File: src/rtl/fft_pkg.sv
// Shared FFT unload types and helpers.
// Bit reversal and parity map k onto the banked in-place storage.
package fft_pkg;

    localparam int FFT_LOG2N = 6;
    localparam int FFT_N     = 64;

    typedef enum logic [1:0] {
        RD_IDLE,
        RD_READ,
        RD_DRAIN
    } rd_state_t;

    function automatic logic [5:0] bitrev6(input logic [5:0] v);
        return {v[0], v[1], v[2], v[3], v[4], v[5]};
    endfunction

    function automatic logic parity6(input logic [5:0] v);
        return ^v;
    endfunction

endpackage

File: src/rtl/fft_out_fifo.sv
// Two-entry output FIFO carrying {last, index, data}.
// Absorbs the one-cycle read latency so backpressure loses nothing.
module fft_out_fifo #(
    parameter int DATA_W = 32,
    parameter int IDX_W  = 6
) (
    input  logic              clk,
    input  logic              nrst,
    input  logic              push,
    input  logic              push_last,
    input  logic [IDX_W-1:0]  push_idx,
    input  logic [DATA_W-1:0] push_data,
    input  logic              pop,
    output logic [1:0]        count,
    output logic              valid,
    output logic              head_last,
    output logic [IDX_W-1:0]  head_idx,
    output logic [DATA_W-1:0] head_data
);

    localparam int W = DATA_W + IDX_W + 1;

    logic [W-1:0] mem [2];
    logic         wr_ptr;
    logic         rd_ptr;
    logic         do_push;
    logic         do_pop;

    assign do_pop  = pop && (count != 2'd0);
    assign do_push = push && ((count != 2'd2) || do_pop);
    assign valid   = (count != 2'd0);
    assign {head_last, head_idx, head_data} = mem[rd_ptr];

    // Storage, pointers and occupancy; pointers wrap naturally at 2 entries.
    always_ff @(posedge clk or negedge nrst) begin
        if (!nrst) begin
            mem[0] <= '0;
            mem[1] <= '0;
            wr_ptr <= 1'b0;
            rd_ptr <= 1'b0;
            count  <= 2'd0;
        end else begin
            if (do_push) begin
                mem[wr_ptr] <= {push_last, push_idx, push_data};
                wr_ptr      <= ~wr_ptr;
            end
            if (do_pop) begin
                rd_ptr <= ~rd_ptr;
            end
            case ({do_push, do_pop})
                2'b10:   count <= count + 2'd1;
                2'b01:   count <= count - 2'd1;
                default: count <= count;
            endcase
        end
    end

endmodule

File: src/rtl/fft_result_reader.sv
// Unloads bit-reversed, parity-banked FFT results in natural order.
// One read in flight feeds a 2-deep FIFO for full-rate streaming.
module fft_result_reader
    import fft_pkg::*;
#(
    parameter int DATA_W = 32,
    parameter int LOG2N  = 6
) (
    input  logic              clk,
    input  logic              nrst,
    input  logic              start,
    output logic              re_b0,
    output logic              re_b1,
    output logic [LOG2N-2:0]  raddr_b0,
    output logic [LOG2N-2:0]  raddr_b1,
    input  logic [DATA_W-1:0] rdata_b0,
    input  logic [DATA_W-1:0] rdata_b1,
    output logic              out_valid,
    input  logic              out_ready,
    output logic [DATA_W-1:0] out_data,
    output logic [LOG2N-1:0]  out_index,
    output logic              out_last,
    output logic              busy,
    output logic              done
);

    rd_state_t        state;
    logic [LOG2N:0]   rk;
    logic [LOG2N-1:0] rk_k;
    logic [LOG2N-1:0] rd_n;
    logic             rd_bank;
    logic [LOG2N-2:0] rd_addr;
    logic             issue;
    logic             pop;
    logic [1:0]       fifo_count;
    logic [2:0]       occ;
    logic             drain_done;

    logic             infl_v;
    logic             infl_bank;
    logic [LOG2N-1:0] infl_idx;
    logic [DATA_W-1:0] ret_data;

    assign rk_k    = rk[LOG2N-1:0];
    assign rd_bank = parity6(rk_k);
    assign rd_n    = bitrev6(rk_k);
    assign rd_addr = rd_n[LOG2N-1:1];

    assign pop   = out_valid && out_ready;
    assign occ   = {1'b0, fifo_count} + {2'b00, infl_v};
    assign issue = (state == RD_READ) && !rk[LOG2N]
                 && (occ < (3'd2 + {2'b00, pop}));

    assign re_b0    = issue && !rd_bank;
    assign re_b1    = issue && rd_bank;
    assign raddr_b0 = re_b0 ? rd_addr : '0;
    assign raddr_b1 = re_b1 ? rd_addr : '0;

    assign drain_done = !infl_v && (fifo_count == {1'b0, pop});
    assign ret_data   = infl_bank ? rdata_b1 : rdata_b0;

    // Unload FSM: read counter plus registered busy/done.
    always_ff @(posedge clk or negedge nrst) begin
        if (!nrst) begin
            state <= RD_IDLE;
            rk    <= '0;
            busy  <= 1'b0;
            done  <= 1'b0;
        end else begin
            done <= 1'b0;
            case (state)
                RD_IDLE: begin
                    if (start) begin
                        state <= RD_READ;
                        rk    <= '0;
                        busy  <= 1'b1;
                    end
                end
                RD_READ: begin
                    if (issue) begin
                        rk <= rk + 1'b1;
                    end
                    if (rk[LOG2N]) begin
                        state <= RD_DRAIN;
                    end
                end
                RD_DRAIN: begin
                    if (drain_done) begin
                        state <= RD_IDLE;
                        busy  <= 1'b0;
                        done  <= 1'b1;
                    end
                end
                default: state <= RD_IDLE;
            endcase
        end
    end

    // Tag of the read in flight; data returns on the next cycle.
    always_ff @(posedge clk or negedge nrst) begin
        if (!nrst) begin
            infl_v    <= 1'b0;
            infl_bank <= 1'b0;
            infl_idx  <= '0;
        end else begin
            infl_v    <= issue;
            infl_bank <= rd_bank;
            infl_idx  <= rk_k;
        end
    end

    fft_out_fifo #(
        .DATA_W (DATA_W),
        .IDX_W  (LOG2N)
    ) u_fifo (
        .clk       (clk),
        .nrst      (nrst),
        .push      (infl_v),
        .push_last (&infl_idx),
        .push_idx  (infl_idx),
        .push_data (ret_data),
        .pop       (pop),
        .count     (fifo_count),
        .valid     (out_valid),
        .head_last (out_last),
        .head_idx  (out_index),
        .head_data (out_data)
    );

endmodule

File: config.mk
export PLATFORM = sky130hd
export DESIGN_NAME = fft_result_reader
export DESIGN_NICKNAME = d
export VERILOG_FILES = /design/src/rtl/fft_pkg.sv /design/src/rtl/fft_out_fifo.sv /design/src/rtl/fft_result_reader.sv
export SDC_FILE = /design/constraint.sdc
export NUM_CORES = 1
export LEC_CHECK = 0
export CAP_MARGIN = 5
export CORE_UTILIZATION = 39
export DETAILED_ROUTE_END_ITERATION = 8
export GPL_TIMING_DRIVEN = 0
export PLACE_DENSITY = 0.76
export SLEW_MARGIN = 20
export SYNTH_ARGS = -nofsm -noshare
export SYNTH_HDL_FRONTEND = slang
export SYNTH_SLANG_ARGS = --single-unit
File: constraint.sdc
create_clock -name clk -period 5.6 [get_ports clk]
set_clock_uncertainty 0.1 [all_clocks]
set_input_delay 1.12 -clock clk [delete_from_list [all_inputs] [get_ports clk]]
set_output_delay 1.12 -clock clk [all_outputs]
set_load 0.005 [all_outputs]
==> run metrics <==
status finished clean; Post-CTS Setup Repair Bufs 0; CTS tree yes; Hold Buf Count CTS 0; CP dominant cell by count clkdlybuf4s50_1; ant diodes 0; first-pass GRT wire length 17,170 um; initial core utilization 0.4035; Yosys top cell area share 0.5172; P&R area growth vs syn 35.92%; Tot Pwr 4.293 mW; layout cells sized above 1 0.3648; VDD IR max 0.5503 mV; Seq cells post-synth around 100; clk_lat worst skew 0.33 ns; synth top area cells dfrtp_1 52%, mux2_2 32%, mux2_4 3.1%; worst-path maximum fanout 6; fin. max-slew vios 0; row cnt 40; WL/cell 16.31 um; largest area contributor in the synthesized netlist dfrtp_1; FF-to-FF Start u_fifo.count[1]$_DFFE_PN0P_; non-filler cells, final 656; Worst Path Arrival about 3.4 ns; max-cap violations 0; cells on worst reg2reg path 5; GRT Overall Usage 0.1719; slew margin rel. 0.5115; clock buffer count from CTS 9; fin nets between 500 and 600; Reg-to-Reg End u_fifo.mem[28]$_DFFE_PN0P_; DP Cell Count 640; DP Wirelength 7937 um; Setup CP Type input port to output pin; Residual DRC 0; Fillers ~1,100; final period utilization 0.8190; Worst Setup SP out_ready; number of buffers and inverters on the critical path 2; RSZ-0062 raised after global routing no; final antenna-violating net count 0; GPL Wtd Cong 0.8657; FMAX 218.0 MHz; vias 3,192; Yosys cell types 39; EDFF count, synth 0; Core Area 0.01211 mm^2; Ys Warns 0; proportion of synthesized chip area in sequential cells 0.5172; Mapped Nets 424; Setup TNS Final 0 ns; CP Launch Type input port; Worst Setup End Kind output pin; hold crit path type register to register; mapped cell area 0.004887 mm^2; final hold viol count 0; Top delay family on crit path buffers and inverters; Die ar. 0.01298 mm^2; # resized after CTS 0; CP endpoint raddr_b1[1]; maximum buffer depth of the clock tree 2; vias per cell 4.866; die extent in y around 110 um; worst slew pin tran 0.7328 ns; CTS Sinks 101; port bufs 121; clk slew on worst S/H paths 0.07 ns; Post-Synthesis Cells 350; Pleak 2.755 nW; ys flop type dfrtp_1; initial antenna violation count 0; drt pass-1 iters 5; Initial DRC Count 65; Final Util 0.5485; Syn Area/Cell around 14 um^2; r2r setup slk 3.40 ns; worst endpoint required time 4.38 ns; crit path cell chain clkdlybuf4s50_1, o21ai_2, o21ai_0, and3_1, and2_1, clkdlybuf4s50_1; post-layout min period 4.586 ns; Ports 122; slowest cell on the critical path clkdlybuf4s50_1; GRT overflow 0; vias in the first global route 3,405; power per cell area 646.2 mW/mm^2; slowest cell delay on critical path 0.58 ns; Setup-failing EPs final 0; asr flop ratio synth 1.000; largest net degree at the start of global routing 86; Die X 113.9 um; clk root buf clkbuf_16; number of cells on the critical path 6; commonest non-fill, non-tap cell in the layout mux2_2; H-tree depth 3; Total Wirelength 10,700 um; commonest non-fill, non-tap cells in the layout 137 x mux2_2, 120 x clkdlybuf4s50_1, 101 x dfrtp_1
-- area by class of cell --
type	count	area, um^2	area share
repair buffers	122	1240	0.1867
multi-input cells	225	2248	0.3385
clock inverters	7	80.08	0.01206
clock buffers	9	225.2	0.03390
plain buffers	18	88.84	0.01337
flip-flops and latches	101	2527	0.3805
inverters	6	22.52	0.003390
well taps	168	210.2	0.03164
-- cell families (layout without fill, tap and decap cells) --
group | Yosys count | after routing | synth area share
multiplexers | 150 | 150 | 0.3530
buffers and inverters | 24 | 162 | 0.02278
flip-flops | 101 | 101 | 0.5172
XOR/XNOR | 7 | 7 | 0.01255
AO/OA/AOI/OAI | 23 | 23 | 0.03456
adder cells (fa/ha/maj) | 6 | 6 | 0.01536
AND/OR/NAND/NOR | 39 | 39 | 0.04455
-- state kept, by name (all words and copies together), names as in the netlist --
name	flops
infl_idx	6
u_fifo.wr_ptr	1
u_fifo.rd_ptr	1
u_fifo.mem	78
infl_v	1
infl_bank	1
rk	7
u_fifo.count	2
state	2
busy	1
done	1
-- report_power, final --
group	total [mW]	internal, mW	switching [mW]
clock	0.626	0.353	0.274
sequential	1.31	1.10	0.212
combinational	2.36	1.45	0.911
total	4.29	2.90	1.40
-- per-stage QoR --
step	instance area, um^2	setup slack [ns]	hold slack [ns]
after CTS	6643	1.011	0.3490
final	6643	1.014	0.3582
after global placement	6309	-0.2535	0.3351
after detailed placement	6337	1.029	0.3212
after global routing	6643	0.8837	0.3695
after floorplan	4887	2.431	0.2973
-- worst min-delay path by stage --
stage / startpoint / end / slack, ns / cells past startpoint
2_1_floorplan: rk[5]$_DFFE_PN0P_ / infl_idx[5]$_DFF_PN0_ / 0.30 / 0
3_3_place_gp: rk[5]$_DFFE_PN0P_ / infl_idx[5]$_DFF_PN0_ / 0.34 / 0
3_5_place_dp: rk[5]$_DFFE_PN0P_ / infl_idx[5]$_DFF_PN0_ / 0.32 / 0
4_1_cts: rk[5]$_DFFE_PN0P_ / infl_idx[5]$_DFF_PN0_ / 0.35 / 0
5_1_grt: rk[5]$_DFFE_PN0P_ / infl_idx[5]$_DFF_PN0_ / 0.37 / 0
6_report: rk[5]$_DFFE_PN0P_ / infl_idx[5]$_DFF_PN0_ / 0.36 / 0
-- cell usage after synthesis (3+ instances only) --
cell type,n
dfrtp_1,101
buf_1,5
nor2_1,5
nand2b_1,4
a31oi_1,6
clkbuf_1,5
o21ai_0,6
mux2_2,137
xnor2_1,7
and2_1,9
mux2_4,10
a21oi_1,3
inv_1,5
buf_2,5
ha_1,6
nand2_1,7
-- per-layer routing --
layer  track usage  routed length (um)  up-vias
li1              -                   -     1524
met1        0.2113                4651     1574
met2        0.3038                5383       83
met3       0.03241                 525       11
met4       0.05628                 139        0
met5             0                   0        -
Power figures use the tool's default switching activity.
